`src/rtl/des_dec_key_sched.sv`:
```
// -----------------------------------------------------------------------------
// des_dec_key_sched
//
// Sequential DES decryption key schedule. An accepted load runs the 64-bit key
// through PC-1 into the 28-bit C and D halves and emits K16 one cycle later.
// Each accepted subkey rotates C and D right by the round's shift, and PC-2 of
// the rotated halves becomes the next subkey. Subkeys therefore leave in the
// order K16..K1. Because the left-rotate schedule totals 28 bits of rotation,
// C16 equals C0, so K16 comes straight from the freshly loaded halves.
// Bit numbering follows DES: bit 1 is the MSB of every vector.
//
// Ports
//   clk           in   rising-edge clock
//   rst_n         in   synchronous active-low reset
//   load          in   start request, honoured only while idle
//   key_in[1:64]  in   DES key including parity bits 8,16,..,64
//   busy          out  schedule in progress
//   subkey[1:48]  out  current round subkey (PC-2 output)
//   subkey_valid  out  subkey/round_idx valid
//   subkey_ready  in   consumer accepts the subkey when valid & ready
//   round_idx     out  round number of subkey, 16..1; 0 when idle
//   done          out  one-cycle pulse after K1 is accepted
//   parity_err    out  key had a byte with even parity (PARITY_CHECK=1 only)
// -----------------------------------------------------------------------------
module des_dec_key_sched #(
    parameter bit PARITY_CHECK = 1'b0
) (
    input  logic        clk,
    input  logic        rst_n,
    input  logic        load,
    input  logic [1:64] key_in,
    output logic        busy,
    output logic [1:48] subkey,
    output logic        subkey_valid,
    input  logic        subkey_ready,
    output logic [4:0]  round_idx,
    output logic        done,
    output logic        parity_err
);

    typedef enum logic [0:0] {
        ST_IDLE = 1'b0,
        ST_EMIT = 1'b1
    } state_t;

    // PC-1: 64-bit key -> 56-bit C||D, dropping the parity bits.
    function automatic logic [1:56] pc1(input logic [1:64] k);
        return {k[57], k[49], k[41], k[33], k[25], k[17], k[9],
                k[1],  k[58], k[50], k[42], k[34], k[26], k[18],
                k[10], k[2],  k[59], k[51], k[43], k[35], k[27],
                k[19], k[11], k[3],  k[60], k[52], k[44], k[36],
                k[63], k[55], k[47], k[39], k[31], k[23], k[15],
                k[7],  k[62], k[54], k[46], k[38], k[30], k[22],
                k[14], k[6],  k[61], k[53], k[45], k[37], k[29],
                k[21], k[13], k[5],  k[28], k[20], k[12], k[4]};
    endfunction

    // PC-2: 56-bit C||D -> 48-bit round subkey.
    function automatic logic [1:48] pc2(input logic [1:56] cd);
        return {cd[14], cd[17], cd[11], cd[24], cd[1],  cd[5],
                cd[3],  cd[28], cd[15], cd[6],  cd[21], cd[10],
                cd[23], cd[19], cd[12], cd[4],  cd[26], cd[8],
                cd[16], cd[7],  cd[27], cd[20], cd[13], cd[2],
                cd[41], cd[52], cd[31], cd[37], cd[47], cd[55],
                cd[30], cd[40], cd[51], cd[45], cd[33], cd[48],
                cd[44], cd[49], cd[39], cd[56], cd[34], cd[53],
                cd[46], cd[42], cd[50], cd[36], cd[29], cd[32]};
    endfunction

    // Rotate a 28-bit half right (towards higher bit numbers) by 1 or 2.
    function automatic logic [1:28] rotr(input logic [1:28] v, input logic by_one);
        logic [1:28] r;
        if (by_one) begin
            r = {v[28], v[1:27]};
        end else begin
            r = {v[27:28], v[1:26]};
        end
        return r;
    endfunction

    // A DES key byte must have odd parity; flag any byte with even parity.
    function automatic logic key_parity_bad(input logic [1:64] k);
        return (~^k[1:8])   | (~^k[9:16])  | (~^k[17:24]) | (~^k[25:32]) |
               (~^k[33:40]) | (~^k[41:48]) | (~^k[49:56]) | (~^k[57:64]);
    endfunction

    state_t      state_q,  state_d;
    logic [1:28] c_q,      c_d;
    logic [1:28] d_q,      d_d;
    logic [1:48] subkey_q, subkey_d;
    logic [4:0]  round_q,  round_d;
    logic        valid_q,  valid_d;
    logic        busy_q,   busy_d;
    logic        done_q,   done_d;
    logic        perr_q,   perr_d;

    logic [1:56] cd_load_s;
    logic [1:28] c_rot_s;
    logic [1:28] d_rot_s;
    logic        shift_one_s;

    assign cd_load_s = pc1(key_in);
    // Rounds 16, 9 and 2 undo a single-bit left shift; all others undo two.
    assign shift_one_s = (round_q == 5'd16) || (round_q == 5'd9) || (round_q == 5'd2);
    assign c_rot_s = rotr(c_q, shift_one_s);
    assign d_rot_s = rotr(d_q, shift_one_s);

    // Next-state and next-output logic for the load/emit sequencer.
    always_comb begin
        state_d  = state_q;
        c_d      = c_q;
        d_d      = d_q;
        subkey_d = subkey_q;
        round_d  = round_q;
        valid_d  = valid_q;
        busy_d   = busy_q;
        done_d   = 1'b0;
        perr_d   = perr_q;

        case (state_q)
            ST_IDLE: begin
                if (load) begin
                    c_d      = cd_load_s[1:28];
                    d_d      = cd_load_s[29:56];
                    subkey_d = pc2(cd_load_s);
                    round_d  = 5'd16;
                    valid_d  = 1'b1;
                    busy_d   = 1'b1;
                    state_d  = ST_EMIT;
                    if (PARITY_CHECK) begin
                        perr_d = key_parity_bad(key_in);
                    end else begin
                        perr_d = 1'b0;
                    end
                end else begin
                    state_d = ST_IDLE;
                end
            end
            ST_EMIT: begin
                if (valid_q && subkey_ready) begin
                    if (round_q == 5'd1) begin
                        // Last subkey taken: subkey keeps K1, everything else clears.
                        valid_d = 1'b0;
                        busy_d  = 1'b0;
                        round_d = 5'd0;
                        done_d  = 1'b1;
                        state_d = ST_IDLE;
                    end else begin
                        c_d      = c_rot_s;
                        d_d      = d_rot_s;
                        subkey_d = pc2({c_rot_s, d_rot_s});
                        round_d  = round_q - 5'd1;
                    end
                end else begin
                    state_d = ST_EMIT;
                end
            end
            default: begin
                state_d = ST_IDLE;
                valid_d = 1'b0;
                busy_d  = 1'b0;
                round_d = 5'd0;
            end
        endcase
    end

    // State and output registers with synchronous active-low reset.
    always_ff @(posedge clk) begin
        if (!rst_n) begin
            state_q  <= ST_IDLE;
            c_q      <= 28'd0;
            d_q      <= 28'd0;
            subkey_q <= 48'd0;
            round_q  <= 5'd0;
            valid_q  <= 1'b0;
            busy_q   <= 1'b0;
            done_q   <= 1'b0;
            perr_q   <= 1'b0;
        end else begin
            state_q  <= state_d;
            c_q      <= c_d;
            d_q      <= d_d;
            subkey_q <= subkey_d;
            round_q  <= round_d;
            valid_q  <= valid_d;
            busy_q   <= busy_d;
            done_q   <= done_d;
            perr_q   <= perr_d;
        end
    end

    assign busy         = busy_q;
    assign subkey       = subkey_q;
    assign subkey_valid = valid_q;
    assign round_idx    = round_q;
    assign done         = done_q;
    assign parity_err   = perr_q;

endmodule

```
`config.mk`:
```
export PLATFORM = sky130hd
export DESIGN_NAME = des_dec_key_sched
export DESIGN_NICKNAME = d
export VERILOG_FILES = /design/src/rtl/des_dec_key_sched.sv
export SDC_FILE = /design/constraint.sdc
export NUM_CORES = 1
export LEC_CHECK = 0
export ABC_AREA = 1
export CAP_MARGIN = 5
export CORE_MARGIN = 3
export CORE_UTILIZATION = 48
export CTS_CLUSTER_SIZE = 25
export DETAILED_ROUTE_END_ITERATION = 8
export DONT_BUFFER_PORTS = 1
export PLACE_DENSITY = 0.64
export SYNTH_ARGS = -nofsm -noshare
export SYNTH_HDL_FRONTEND = slang
export SYNTH_SLANG_ARGS = --single-unit
```
`constraint.sdc`:
```
create_clock -name clk -period 3.45 [get_ports clk]
set_input_delay 0.69 -clock clk [delete_from_list [all_inputs] [get_ports clk]]
set_output_delay 0.69 -clock clk [all_outputs]
set_load 0.01 [all_outputs]
```
# After elaboration in Yosys (flattened, before gate mapping)
# Index checks and enable logic that the tools add are counted.
[totals] out_inout_bits=57 register_bits=112
[classes] n_eq_ne=8 addsub=1 n_reduce_logical=7 bitwise_logic=1 n_mux=27
[ops] cell="$mux 28" count=8
[ops] cell="$mux 48" count=3
[ops] cell="$pmux 28 s2" count=2
[ops] cell="$pmux 48 s2" count=1
[ops] cell="$mux 5" count=3
[ops] cell="$pmux 5 s2" count=1
[ops] cell="$reduce_and 3->1" count=3
[ops] cell="$mux 1" count=7
[ops] cell="$eq 5x1->1 const B" count=1
[ops] cell="$eq 5x2->1 const B" count=1
[ops] cell="$eq 5x4->1 const B" count=1
[ops] cell="$eq 5x5->1 const B" count=1
[ops] cell="$sub 5x1->5 const B" count=1
[ops] cell="$ne 2x1->1 const B" count=2
[ops] cell="$ne 2x2->1 const B" count=2
[ops] cell="$pmux 1 s2" count=2
[ops] cell="$logic_or 1x1->1" count=2
[ops] cell="$reduce_and 2->1" count=1
[ops] cell="$logic_and 1x1->1" count=1
[ops] cell="$not 1->1" count=1

# Depth between registers and ports, before layout
[logic_depth] depth_word=7 depth_mapped=11 mapped_depth_nobuf=9

# Least setup slack after synthesis
# No wires, ideal clock.
[synth_timing] path_kind="register -> register" startpoint="reg round_q[1], in the netlist round_idx[1]" endpoint="reg c_q[11] in the netlist's numbering" stages_incl_launch_ff=12 n_path_buf=2 arrival_ps=1439 slack_ps=1941 required_ps=3380 cell_sequence="dfxtp_1 inv_1 ha_1 inv_1 nand2_1 nand3_2 nand2_1 buf_6 buf_4 nand2_1 nand3_1 a21oi_1"
[synth_via] elab_chain_cells=7
[synth_rtl] item="start: declaration" line_no="91" rtl="logic [4:0] round_q, round_d;"
[synth_rtl] item="start signal: assignment" line_no="184" rtl="round_q <= round_d;"
[synth_rtl] item="$eq 5x5->1 / $eq 5x4->1 (equally long branches)" line_no="104" rtl="assign shift_one_s = (round_q == 5'd16) || (round_q == 5'd9) || (round_q == 5'd2);"
[synth_rtl] item="$logic_or 1x1->1 (2 in series)" line_no="104"
[synth_rtl] item="$mux 28" line_no="73" rtl="if (by_one) begin"
[synth_rtl] item="$mux 28" line_no="141" rtl="if (round_q == 5'd1) begin"
[synth_rtl] item="$mux 28" line_no="140" rtl="if (valid_q && subkey_ready) begin"
[synth_rtl] item="$pmux 28 s2" line_no="120" rtl="case (state_q)"
[synth_rtl] item="end signal: assignment" line_no="171" rtl="c_q <= 28'd0;"
[synth_rtl] item="end signal: assignment" line_no="181" rtl="c_q <= c_d;"
[synth_rtl] item="end: declaration" line_no="88" rtl="logic [1:28] c_q, c_d;"
# Several ways; a longest one is shown, not always the timed one. The select of a mux whose other input is x is not followed.
# A chain may end at the register's enable or synchronous reset.

# Worst setup path in the final report
[layout_timing] startpoint="reg round_q[1], in the netlist round_idx[1]" endpoint="reg d_q[17] in the netlist's numbering"
[layout_via] elab_chain_cells=7
[layout_rtl] item="$eq 5x5->1 / $eq 5x4->1 (equally long branches)" line_no="104"
[layout_rtl] item="$logic_or 1x1->1 (2 in series)" line_no="104"
[layout_rtl] item="$mux 28" line_no="73"
[layout_rtl] item="$mux 28" line_no="141"
[layout_rtl] item="$mux 28" line_no="140"
[layout_rtl] item="$pmux 28 s2" line_no="120"
[layout_rtl] item="end signal: assignment" line_no="172" rtl="d_q <= 28'd0;"
[layout_rtl] item="end signal: assignment" line_no="182" rtl="d_q <= d_d;"
[layout_rtl] item="end: declaration" line_no="89" rtl="logic [1:28] d_q, d_d;"
# Several ways; a longest one is shown, not always the timed one. The select of a mux whose other input is x is not followed.

==> results.toml <==
[synth]
synth_compound_area_share_pct = 7.18
synth.avg_cell_area_sq_um = 5.96
ys_ff_latch = 64
synthArstFlopShare_pct = 0
netlist_area_sq_um = 4620
synth_enable_flop_cells = 0
syn_inst = 775
synth_nets = 846
synth_mux_area_share_pct = 0
synthFlopType = "dfxtp_1"
synth_top_family_by_area = "simple AND/OR/NAND/NOR gates"
synthXorXnorAreaFrac_pct = 0
synthTopCellsByCount = "nand2_1, inv_1, nor2_1"
synth_simple_gate_area_share_pct = 38.8
synthTopCellsByArea = "dfxtp_1, nand2_1, nand3_1, inv_1, nor2_1"
synth_top_cell_by_area = "dfxtp_1"
synth_fa_ha_area_share_pct = 0.813
synth_top_area_share_pct = 27.8
post-synth-top-count-cell = "nand2_1"
yosysSeqAreaShare_pct = 27.8
synth_cell_types = 24
ys_warn_count = 0

[place]
pre_cts_slack_ns = 1.33
numPortBuffers = 0
gp_routability_congestion = 0.725
dp_hpwl_microns = 6510

[layout]
n_antenna_cell = 0
drive_gt1_share_pct = 4.45
fin_util_pct = 46.4
area_growth_pct = -6.61
fill_cells = 1073
final_nets = 763

[setup_path]
endpoint_kind = "flip-flop"
arrival_ns = 2.32
timing_worst_setup_path_type = "flip-flop to flip-flop"
crit_fanout = 30
slowest_delay_ns = 0.45
crit_buf_inv = 3
startpoint_type = "flip-flop"
cp.required_ns = 3.71
slowest_stage = "dfxtp_1"
cp.depth = 10
path_cells = "inv_1, ha_1, inv_1, nand2_1, nand3_2, nand2_2, buf_12, nand2_1, nand3_1, a21oi_1"
critPathTopFamily = "simple AND/OR/NAND/NOR gates"
worst_r2r_path_depth = 10

[sta]
finalHoldViolCount = 0
fmaxAchievable_mhz = 484
skew_ns = 0.0102
final_max_slew_viol_count = 0
rsz0062_at_grt = "false"
worst_slew_margin_rel_pct = 25.7
worst_pin_slew_ns = 1.11
period_needed_ns = 2.07
finalCritPeriodShare_pct = 59.9
timing.final.ws_setup_ns = 1.38
final.setup.tns_ns = 0
setup_viol = 0

[drt]
via_per_inst = 4.90
drt_first_pass_iters = 4
wl_per_cell_microns = 12.6
num_vias = 4045
drtIter0Drc = 280
drc = 0
antenna_left = 0
wl_microns = 10400

[clock_network]
cts_max_path_buffers = 2
clk_pin_slew_ns = 0.08
cts_resized = 0
ctsHoldBuffers = 0
htreeDepth = 3
clk_latency_ns = 0.33
clock-sinks = 64
postCtsSetupBuffers = 0
cts_buffers = 9
cts_tree = "yes"
root_buffer = "clkbuf_8"

[global_route]
grt_max_degree = 113
grt_pass1_wl_microns = 17600
grt_use_total_pct = 18.9
first_global_vias = 3782
antenna_found_initial = 0
grt_overflow = 0

[pwr]
p_clk_share_pct = 30.7
power.density_nw_per_um2 = 492
seqPwrFrac_pct = 41.9
power_switching_mw = 0.763
internal_power_mw = 1.36
p_leak_nw = 2.34
pwr-share-comb_pct = 27.4
vdd_ir_drop_max_uv = 270
swShare_pct = 36.0

[die]
initial_core_util_pct = 49.7
fp.coreArea_sq_um = 9280
die_width_microns = 104
die_area_sq_um = 10800
num_io_pins = 125
row_count = 35
die_h_microns = 104

[hold_path]
hold_depth = 2
hp-class = "input pin to flip-flop"

[job]
max-cap-violations = 0

[status]
status = "complete, no violations"
## registers in the layout (all words and copies together) (netlist names)
| register | flops |
|---|---|
| c_q | 27 |
| d_q | 27 |
| round_idx | 5 |
| done | 1 |
| state_q | 1 |
| subkey | 2 |
| busy | 1 |
## worst paths after layout
path | start | to | slack [ns]
worst min register to register | c_q[9]$_SDFFE_PN0P_ | c_q[9]$_SDFFE_PN0P_ | 0.55
worst max-delay path | round_idx[1]$_SDFFE_PN0P_ | d_q[17]$_SDFFE_PN0P_ | 1.38
worst max register to register | round_idx[1]$_SDFFE_PN0P_ | d_q[17]$_SDFFE_PN0P_ | 1.38
worst min-delay path | rst_n | c_q[17]$_SDFFE_PN0P_ | 0.48
## stage by stage
step           area [sq um]  instances  hold WS, ns  total power, mW
3_5_place_dp           4120        810        0.543             1.49
4_1_cts                4310        825        0.453             2.15
5_1_grt                4310        825        0.460             2.28
2_1_floorplan          4620        775        0.512             1.50
6_report               4310        825        0.483             2.12
3_3_place_gp           4120        810        0.534             1.48
## layer usage
layer | track usage, % | vias to the layer above | routed length, microns
li1 | - | 2138 | -
met1 | 23.7 | 1795 | 4690
met2 | 31.6 | 108 | 4970
met3 | 5.34 | 4 | 645
met4 | 5.89 | 0 | 50
met5 | 0 | - | 0
## power groups by stage
stage                     clock [mW]  sequential, mW  combinational (mW)
after global routing           0.690           0.899               0.686
after detailed placement           0           0.909               0.584
after CTS                      0.669           0.892               0.587
after global placement             0           0.906               0.576
after floorplan                    0           0.858               0.647
final                          0.652           0.890               0.581
## cell type report
class | count | area [sq um] | share of cell area, %
clock buffers | 12 | 145 | 3.37
clock inverters | 3 | 42.5 | 0.987
multi-input cells | 490 | 2170 | 50.2
well taps | 129 | 161 | 3.74
repair buffers | 6 | 57.6 | 1.33
flip-flops and latches | 64 | 1280 | 29.8
inverters | 121 | 454 | 10.5
## placed cells by master, fill, tap and decap left out, types with 2 or more instances in the layout
cell      Yosys  routed
nand3_1     114     114
clkbuf_1     11       2
nor3_1        4       4
nor2_1      115     115
ha_1          3       3
nand3_2       2       2
nand2_1     179     178
dfxtp_1      64      63
nand2_2       1       2
clkbuf_8      0      10
nand2_4       2       2
buf_4        55       5
a21oi_1      61      61
inv_1       120     120
o21ai_0       3       3
## cells by family after synthesis
kind of cell,count (synthesis)
adder cells (fa/ha/maj),3
AND/OR/NAND/NOR,421
other,1
buffers and inverters,221
AO/OA/AOI/OAI,65
flip-flops,64
Power figures use the tool's default switching activity.
==> patch (same flow settings) <==
Make the reset (`rst_n`) asynchronous in one clocked block. Comments in the files are not updated.
--- a/src/rtl/des_dec_key_sched.sv
+++ b/src/rtl/des_dec_key_sched.sv
@@ -166,5 +166,5 @@
 
     // State and output registers with synchronous active-low reset.
-    always_ff @(posedge clk) begin
+    always_ff @(posedge clk or negedge rst_n) begin
         if (!rst_n) begin
             state_q  <= ST_IDLE;
Check against the original RTL: differs if rst_n is asserted again (counterexample within 4 cycles, from zero or initial values and one cycle with rst_n low); with rst_n held inactive, the same outputs for 4 cycles.
==> patch against the original RTL <==
Wire length rose by 1.5%; worst setup slack lost 21 ps; area after synthesis grew 0.79%; die area is 0.74% higher; design area rose by 1.0%; clock skew fell by 1.6 ps; sequential cell count unchanged; critical endpoint is now subkey[5]; largest cell class unchanged.
Power is not compared: it rests on default switching activity, and its combinational part moved more than twofold at a synthesized area within 25%.
==> patch: results <==
[grt]
use_met3 = 0.06207
antenna_found_initial = 0
grt_use_met2 = 0.3169
grt_pass1_vias = 3553
grt_usage = 0.1910
global_route.usage.met1 = 0.2411
grt_start_max_net_pins = 114
grt_first_pass_wirelength_um = 17280

[routing]
wl_met3_um = 732
route.met2.wl_um = 4927
wl_met1_um = 4742
routed-via-count = 3859
drtIter0Drc = 198
dr.pass1.iters = 4
avgRoutedWirePerCell_um = 13.66

[critical_path]
max_stage_delay_ps = 450
critPathLaunch = "round_idx[1]"
critPathTopFamily = "buffers and inverters"
critical-path-slowest-cell = "buf_4"
r2r-end = "subkey[5]"
cp.arrival_ps = 2300
crit_fanout = 43
crit_path_end = "subkey[5]"

[synth]
synth_common_cells = "175 x nor2_1, 119 x inv_1, 114 x nand3_1"
ys_seq_area_frac = 0.3442
syn_nets = 782
synth_area_leaders = "dfrtp_1 34%, nor2_1 14%, nand3_1 12%"
synthAdderAreaFrac = 0.008067
synth-async-reset-ratio = 1.000
synth_area_per_cell_um2 = 6.545
yosys_most_used_dff = "dfrtp_1"
synth_compound_area_frac = 0.06668
synth.distinct_cells = 22

[place]
dp_slack_ps = 1361
place_area_um2 = 4199
dp.cells = 754
place_hpwl_um = 6572
routabilityCongestion = 0.7676

[status]
status = "completed"

[timing]
finalClockSkew_ps = 8.661
post-route-min-period_ps = 2087
tightest_slew_ps = 1101

[worst_hold_path]
hold_class = "input pin to asynchronous set/reset pin"

[final_layout]
finalNonFillerCells = 769
drive_gt1_frac = 0.04531
n_fill_cell = 999
[patch: stage by stage]
stage	hold slack [ps]	power, mW
2_1_floorplan	394.4	3.027
3_3_place_gp	396.4	2.899
3_5_place_dp	396.6	2.931
4_1_cts	25.79	3.506
5_1_grt	15.18	3.801
6_report	43.35	3.462
[patch: cell type report]
class                           count  area, um^2  area share
Multi-Input combinational cell    433        1926      0.4420
Sequential cell                    64        1605      0.3685
Inverter                          121       454.2      0.1043
Tap cell                          129       161.4     0.03705
Clock buffer                       14       152.6     0.03504
Timing Repair Buffer                7       52.55     0.01206
Clock inverter                      1       5.005    0.001149
[patch: kinds of logic after synthesis]
logic type / count (synthesis)
flops: 64
compound gates: 62
other cells: 1
fa+ha+maj: 3
buf+inv: 214
simple gates: 367
[patch: where the power goes]
part / switching, mW / internal, mW / total, mW
registers: 0.452 / 1.06 / 1.52
logic: 0.870 / 0.517 / 1.39
clock network: 0.282 / 0.277 / 0.560
total: 1.60 / 1.86 / 3.46
